===== src/rtl/ram_pkg.sv =====
// Shared constants and helpers for the simple dual-port RAM.
package ram_pkg;

  localparam string WRITE_FIRST = "write_first";
  localparam string READ_FIRST  = "read_first";

  localparam string PRIM_AUTO        = "auto";
  localparam string PRIM_BLOCK       = "block";
  localparam string PRIM_DISTRIBUTED = "distributed";
  localparam string PRIM_REGISTER    = "register";

  localparam string COMMON_CLOCK = "common_clock";

  function automatic int unsigned num_lanes(input int unsigned data_width,
                                            input int unsigned byte_width);
    return data_width / byte_width;
  endfunction

endpackage


===== src/rtl/simple_dual_port_ram_collision_merge.sv =====
// Same-address collision resolution: picks the read-next word per write mode.
module sdpram_collision_merge
  import ram_pkg::*;
#(
  parameter int unsigned DATA_WIDTH       = 32,
  parameter int unsigned BYTE_WRITE_WIDTH = 32,
  parameter string       WRITE_MODE       = "write_first",
  localparam int unsigned NUM_LANES       = num_lanes(DATA_WIDTH, BYTE_WRITE_WIDTH)
) (
  input  logic [DATA_WIDTH-1:0] old_word,
  input  logic [DATA_WIDTH-1:0] new_word,
  input  logic [NUM_LANES-1:0]  lane_we,
  input  logic                  match,
  output logic [DATA_WIDTH-1:0] rd_next_c
);

  localparam bit IS_WRITE_FIRST = (WRITE_MODE == WRITE_FIRST);

  logic [DATA_WIDTH-1:0] merged;

  // Written lanes take the new data, untouched lanes keep the stored value.
  always_comb begin
    merged = old_word;
    for (int i = 0; i < NUM_LANES; i++) begin
      if (lane_we[i]) merged[i*BYTE_WRITE_WIDTH +: BYTE_WRITE_WIDTH] =
          new_word[i*BYTE_WRITE_WIDTH +: BYTE_WRITE_WIDTH];
    end
    rd_next_c = (IS_WRITE_FIRST && match) ? merged : old_word;
  end

endmodule


===== src/rtl/simple_dual_port_ram.sv =====
// Single-clock simple dual-port RAM: byte-lane write port A, registered read port B.
module simple_dual_port_ram
  import ram_pkg::*;
#(
  parameter int unsigned DATA_DEPTH       = 128,
  parameter int unsigned DATA_WIDTH       = 32,
  parameter int unsigned BYTE_WRITE_WIDTH = 32,
  parameter string       CLOCKING_MODE    = "common_clock",
  parameter string       WRITE_MODE       = "write_first",
  parameter string       MEMORY_PRIMITIVE = "auto",
  localparam int unsigned ADDR_WIDTH      = (DATA_DEPTH > 1) ? $clog2(DATA_DEPTH) : 1,
  localparam int unsigned NUM_LANES       = num_lanes(DATA_WIDTH, BYTE_WRITE_WIDTH)
) (
  input  logic                  clk,
  input  logic                  rstb_n,
  input  logic                  en_a_i,
  input  logic [NUM_LANES-1:0]  we_a_i,
  input  logic [ADDR_WIDTH-1:0] addr_a_i,
  input  logic [DATA_WIDTH-1:0] data_a_i,
  input  logic                  en_b_i,
  input  logic [ADDR_WIDTH-1:0] addr_b_i,
  output logic [DATA_WIDTH-1:0] data_b_o
);

  if (CLOCKING_MODE != COMMON_CLOCK) begin : g_bad_clocking
    $error("simple_dual_port_ram: CLOCKING_MODE must be common_clock");
  end
  if (WRITE_MODE != WRITE_FIRST && WRITE_MODE != READ_FIRST) begin : g_bad_write_mode
    $error("simple_dual_port_ram: WRITE_MODE must be write_first or read_first");
  end
  if (MEMORY_PRIMITIVE != PRIM_AUTO && MEMORY_PRIMITIVE != PRIM_BLOCK &&
      MEMORY_PRIMITIVE != PRIM_DISTRIBUTED && MEMORY_PRIMITIVE != PRIM_REGISTER)
  begin : g_bad_primitive
    $error("simple_dual_port_ram: unknown MEMORY_PRIMITIVE");
  end
  if (BYTE_WRITE_WIDTH == 0 || (DATA_WIDTH % BYTE_WRITE_WIDTH) != 0) begin : g_bad_lanes
    $error("simple_dual_port_ram: DATA_WIDTH must be a multiple of BYTE_WRITE_WIDTH");
  end

  // Zero-initialised so unwritten locations never read back as X.
  logic [DATA_WIDTH-1:0] mem [DATA_DEPTH] = '{default: '0};

  logic                  a_in_range_c;
  logic                  b_in_range_c;
  logic                  write_c;
  logic                  match_c;
  logic [DATA_WIDTH-1:0] old_word_c;
  logic [DATA_WIDTH-1:0] rd_next_c;

  assign a_in_range_c = 32'(addr_a_i) < DATA_DEPTH;
  assign b_in_range_c = 32'(addr_b_i) < DATA_DEPTH;
  assign write_c      = rstb_n && en_a_i && a_in_range_c;
  assign match_c      = write_c && (|we_a_i) && (addr_a_i == addr_b_i);
  assign old_word_c   = b_in_range_c ? mem[addr_b_i] : '0;

  // Port A: lane-masked write; out-of-range and in-reset writes are dropped.
  always_ff @(posedge clk) begin
    if (write_c) begin
      for (int i = 0; i < NUM_LANES; i++) begin
        if (we_a_i[i]) mem[addr_a_i][i*BYTE_WRITE_WIDTH +: BYTE_WRITE_WIDTH] <=
            data_a_i[i*BYTE_WRITE_WIDTH +: BYTE_WRITE_WIDTH];
      end
    end
  end

  sdpram_collision_merge #(
    .DATA_WIDTH      (DATA_WIDTH),
    .BYTE_WRITE_WIDTH(BYTE_WRITE_WIDTH),
    .WRITE_MODE      (WRITE_MODE)
  ) u_merge (
    .old_word (old_word_c),
    .new_word (data_a_i),
    .lane_we  (we_a_i),
    .match    (match_c),
    .rd_next_c(rd_next_c)
  );

  // Port B: registered read, cleared asynchronously by reset.
  always_ff @(posedge clk or negedge rstb_n) begin
    if (!rstb_n) begin
      data_b_o <= '0;
    end else if (en_b_i) begin
      data_b_o <= rd_next_c;
    end
  end

endmodule


===== config.mk =====
export PLATFORM = sky130hd
export DESIGN_NAME = simple_dual_port_ram
export DESIGN_NICKNAME = d
export VERILOG_FILES = /design/src/rtl/ram_pkg.sv /design/src/rtl/simple_dual_port_ram_collision_merge.sv /design/src/rtl/simple_dual_port_ram.sv
export SDC_FILE = /design/constraint.sdc
export NUM_CORES = 2
export LEC_CHECK = 0
export CAP_MARGIN = 20
export CORE_AREA = 2 2 697 699
export CTS_CLUSTER_SIZE = 28
export DETAILED_ROUTE_END_ITERATION = 10
export DIE_AREA = 0 0 699 701
export PLACE_DENSITY_LB_ADDON = 0.1
export SLEW_MARGIN = 20
export SYNTH_ARGS = -nofsm -noshare
export SYNTH_HDL_FRONTEND = slang
export SYNTH_SLANG_ARGS = --single-unit

===== constraint.sdc =====
create_clock -name clk -period 5.31 [get_ports clk]
set_input_delay 1.062 -clock clk [delete_from_list [all_inputs] [get_ports clk]]
set_output_delay 1.062 -clock clk [all_outputs]
set_load 0.01 [all_outputs]

# == Word-level counts from Yosys, hierarchy flattened ==
# Memories as Yosys holds them, arrays and structs flattened.
# Cells that the tools add are included.
# totals
reg_bits,32
ram_bits,4096
word_cells,11
output_inout_bits,32
mem_count,1
inputBits,51
# op_classes
n_eq_ne,1
mux,5
reduce_logical,3
# mem_list
name,depth,width,rd,rd_ports_with_merged_regs,wr,line,rtl
mem,128,32,1,0,1,simple_dual_port_ram.sv:41,logic [DATA_WIDTH-1:0] mem [DATA_DEPTH] = '{default: '0};
# ops
operator,count
two-way mux 32 bit,2
equality test 7 bit,1
logical AND 1 bit,3
two-way mux 1 bit,3

# == Logic depth before layout (Yosys ltp) ==
# depth
depth_word,4
depth_mapped,12
ltp_nobuf,6

# == Cells and area by module ==
# From an unflattened synthesis, not the netlist that was laid out.
# hier_totals
hier_cells,6077
hier_area_um2,157433.5
# by_module_without_submodules
mod,area_each_um2,cells_per_inst,n_inst
simple_dual_port_ram,156889.2,6041,1
sdpram_collision_merge,544.3,36,1

# == Least setup slack after synthesis ==
# OpenSTA, ideal clock, no wires.
# synth_path
kind,input to register
startpoint,input addr_a_i[6]
endpoint,"memory mem[80][0], enable pin"
required_ns,4.808
setup_time_ns,0.502
cell_stages,5
t_arrival_ns,4.891
path_slack_ns,-0.083
cell_sequence,clkbuf_1 > nor2b_1 > and2_1 > nand2_1 > nor4_1
# synth_lines
item,line,rtl
"start, declared",simple_dual_port_ram.sv:18,"input logic [ADDR_WIDTH-1:0] addr_a_i,"
"end, declared",simple_dual_port_ram.sv:41,
# No word-level cell before the write port.

# == Worst setup path after layout ==
# layout_path
startpoint,input addr_a_i[5]
endpoint,"memory mem[67][0], enable pin"
# No word-level cell before the write port.

==> flow_metrics.env <==
export IMPL_status="finished, final reports clean"
export IMPL_dp_hpwl_um=302000
export IMPL_arrival_ns=4.78
export IMPL_netlist_instances=7457
export IMPL_r2r_end="data_b_o[30]$_DFFE_PN0P_"
export IMPL_peakVddDrop_v=0.0002816
export IMPL_syn_nets=7508
export IMPL_synth_edf_count=4096
export IMPL_num_vias=79720
export IMPL_n_fill_cell=43510
export IMPL_drive_gt1_share_pct=24.36
export IMPL_core_area_um2=481800
export IMPL_max_slew_worst_pin_slew_ns=1.293
export IMPL_synth_seq_cells=4128
export IMPL_clkPwrFrac_pct=43.6
export IMPL_clk_latency_ns=1.03
export IMPL_dieArea_um2=490000
export IMPL_end_kind="flop"
export IMPL_viasPerCell=5.360
export IMPL_grt_pass1_wl_um=697300
export IMPL_max_freq_mhz=244.0
export IMPL_ios=83
export IMPL_antenna_found_initial=48
export IMPL_async_flop_share_pct=0.7752
export IMPL_p_per_area_nw_per_um2=380.5
export IMPL_p_switching_mw=15.69
export IMPL_seqCellArea_um2=123800
export IMPL_syn2layout_area_growth_pct=16.70
export IMPL_grt_pass1_vias=81260
export IMPL_finalSetupTns_ns=0
export IMPL_setup_viol=0
export IMPL_finalHoldViolCount=0
export IMPL_drt_pre_antenna_iters=5
export IMPL_wl_um=510000
export IMPL_p_leak_nw=58.72
export IMPL_post_route_period_util_pct=77.19
export IMPL_rows=255
export IMPL_grt_usage_pct=20.47
export IMPL_nets=8088
export IMPL_drc_errors=0
export IMPL_cp_required_ns=5.99
export IMPL_ys_types=62
export IMPL_clock_skew_ns=0.03998
export IMPL_post_cts_buffers=0
export IMPL_seqPwrFrac_pct=51.0
export IMPL_grt_setup_unrepaired="false"
export IMPL_portBuffers=82
export IMPL_path_clk_slew_ns=0.05
export IMPL_min_period_ns=4.099
export IMPL_worstHoldStart="data_a_i[12]"
export IMPL_layout_commonest_cell="edfxtp_1"
export IMPL_ys_seq_area_share_pct=77.91
export IMPL_gp_congestion=0.8085
export IMPL_max_slew_margin_rel_pct=11.60
export IMPL_comb_power_share_pct=5.3
export IMPL_overflow=0
export IMPL_rr_startpoint="mem[55][30]$_DFFE_PP_"
export IMPL_crit_path_start_kind="input pin"
export IMPL_cts_max_level=5
export IMPL_numClockSinks=4128
export IMPL_multi_input_area_um2=33620
export IMPL_antenna_left=0
export IMPL_start_util_pct=32.98
export IMPL_hp_class="input pin to flop"
export IMPL_hold_buffers=0
export IMPL_p_int_mw=54.86
export IMPL_grt_max_degree=130
export IMPL_final_cell_area_um2=185400
export IMPL_cts_root_buf="clkbuf_16"
export IMPL_drv_slew=0
export IMPL_drt_iter0_markers=8664
export IMPL_clk_path_buf_depth=4
export IMPL_holdWs_ns=0.4353
export IMPL_synth_area_um2=158900
export IMPL_wire_per_inst_um=34.29
export IMPL_r2r_cells=8
export IMPL_die_y_um=701
export IMPL_min_path_cells=1
export IMPL_min_delay_worst_endpoint="mem[12][12]$_DFFE_PP_"
export IMPL_r2r_slack_ns=2.20
export IMPL_crit_path_max_fanout=16
export IMPL_maxCapViolCount=0
export IMPL_placed_cells=14010
export IMPL_avgSynthCellArea_um2=21.31
export IMPL_post_cts_resized=0
export IMPL_layout_common_cells="edfxtp_1 (4096), mux2i_1 (729), mux4_2 (693), clkbuf_16 (458), buf_4 (430)"
export IMPL_cts_buffers=453
export IMPL_yosysWarnings=0
export IMPL_place_area_um2=170900
export IMPL_die_width_um=699
export IMPL_ys_flop_type="edfxtp_1"
export IMPL_crit_type="input pin to flop"
export IMPL_cts_tree="yes"
export IMPL_p_sw_share_pct=22.24
export IMPL_finalNonFillerCells=14870
## metal layers
metal | wire [um] | track usage [%]
met1 | 229700 | 29.39
met2 | 239800 | 32.91
met3 | 28800 | 3.132
met4 | 11660 | 4.620
met5 | 78 | 0
## critical path, cell delays in order
cell             delay [ns]
clkdlybuf4s50_1        0.87
nor2b_1                0.81
nand2_1                0.83
nor2_4                 0.78
buf_4                  0.39
## flip-flops by register name, indices dropped and copies added, names as in the netlist
signal,cells
data_b_o,32
mem,4096
## synth_stat cells, types with 78 or more instances
master / n / area share (%)
a211oi_1: 119 / 0.56
mux2i_1: 729 / 4.6
clkbuf_1: 161 / 0.38
buf_4: 81 / 0.38
nor2_1: 153 / 0.36
buf_2: 131 / 0.41
mux4_2: 693 / 9.8
edfxtp_1: 4096 / 77
o22ai_1: 114 / 0.45
nand2_1: 131 / 0.31
a22oi_1: 311 / 1.5
a21oi_1: 94 / 0.30
a221oi_1: 78 / 0.43
## worst max path at each step
stage / start / endpoint / slack (ns) / cells after the start
after CTS: addr_a_i[5] / mem[67][21]$_DFFE_PP_ / 1.43 / 5
after detailed placement: addr_b_i[0] / data_b_o[30]$_DFFE_PN0P_ / 0.33 / 10
after global routing: addr_a_i[5] / mem[67][21]$_DFFE_PP_ / 1.17 / 5
final: addr_a_i[5] / mem[67][0]$_DFFE_PP_ / 1.21 / 5
after floorplan: addr_a_i[6] / mem[80][0]$_DFFE_PP_ / 1.26 / 5
after global placement: addr_a_i[5] / mem[67][30]$_DFFE_PP_ / 0.23 / 5
## area by class of cell
| class | instances | area share, % |
|---|---|---|
| Antenna cell | 29 | 0.03913 |
| Clock buffer | 563 | 6.447 |
| Clock inverter | 274 | 1.337 |
| Inverter | 5 | 0.01417 |
| Multi-Input combinational cell | 2877 | 18.13 |
| Sequential cell | 4128 | 66.76 |
| Tap cell | 6425 | 4.335 |
| Timing Repair Buffer | 572 | 2.942 |
## cells by family (layout without fill, tap and decap cells)
kind of cell,count (synthesis),count (layout),synth area share (%)
buffers and inverters,452,1414,1.623
and+or+nand+nor,461,461,1.347
DFF,4128,4128,77.91
AOI/OAI and AO/OA,938,938,4.219
other,0,29,0
muxes,1471,1471,14.87
xor gates and xnor gates,7,7,0.03858
## power by group through the flow
stage	clock, mW	sequential [mW]	combinational [mW]
finish	30.8	36.0	3.75
global route	32.8	36.0	3.95
CTS	31.6	36.0	3.82
detailed placement	0	36.7	3.81
global placement	0	36.7	3.77
floorplan	0	36.6	1.70
## stage by stage
| stage | power [mW] | setup slack, ns | util (%) |
|---|---|---|---|
| after floorplan | 38.33 | 1.264 | - |
| after global placement | 40.47 | 0.2305 | 35.48 |
| after detailed placement | 40.51 | 0.3277 | 35.48 |
| after CTS | 71.38 | 1.428 | 38.47 |
| after global routing | 72.71 | 1.168 | 38.48 |
| final | 70.56 | 1.211 | 38.49 |
Note: power is estimated with default switching activity, not from simulation.
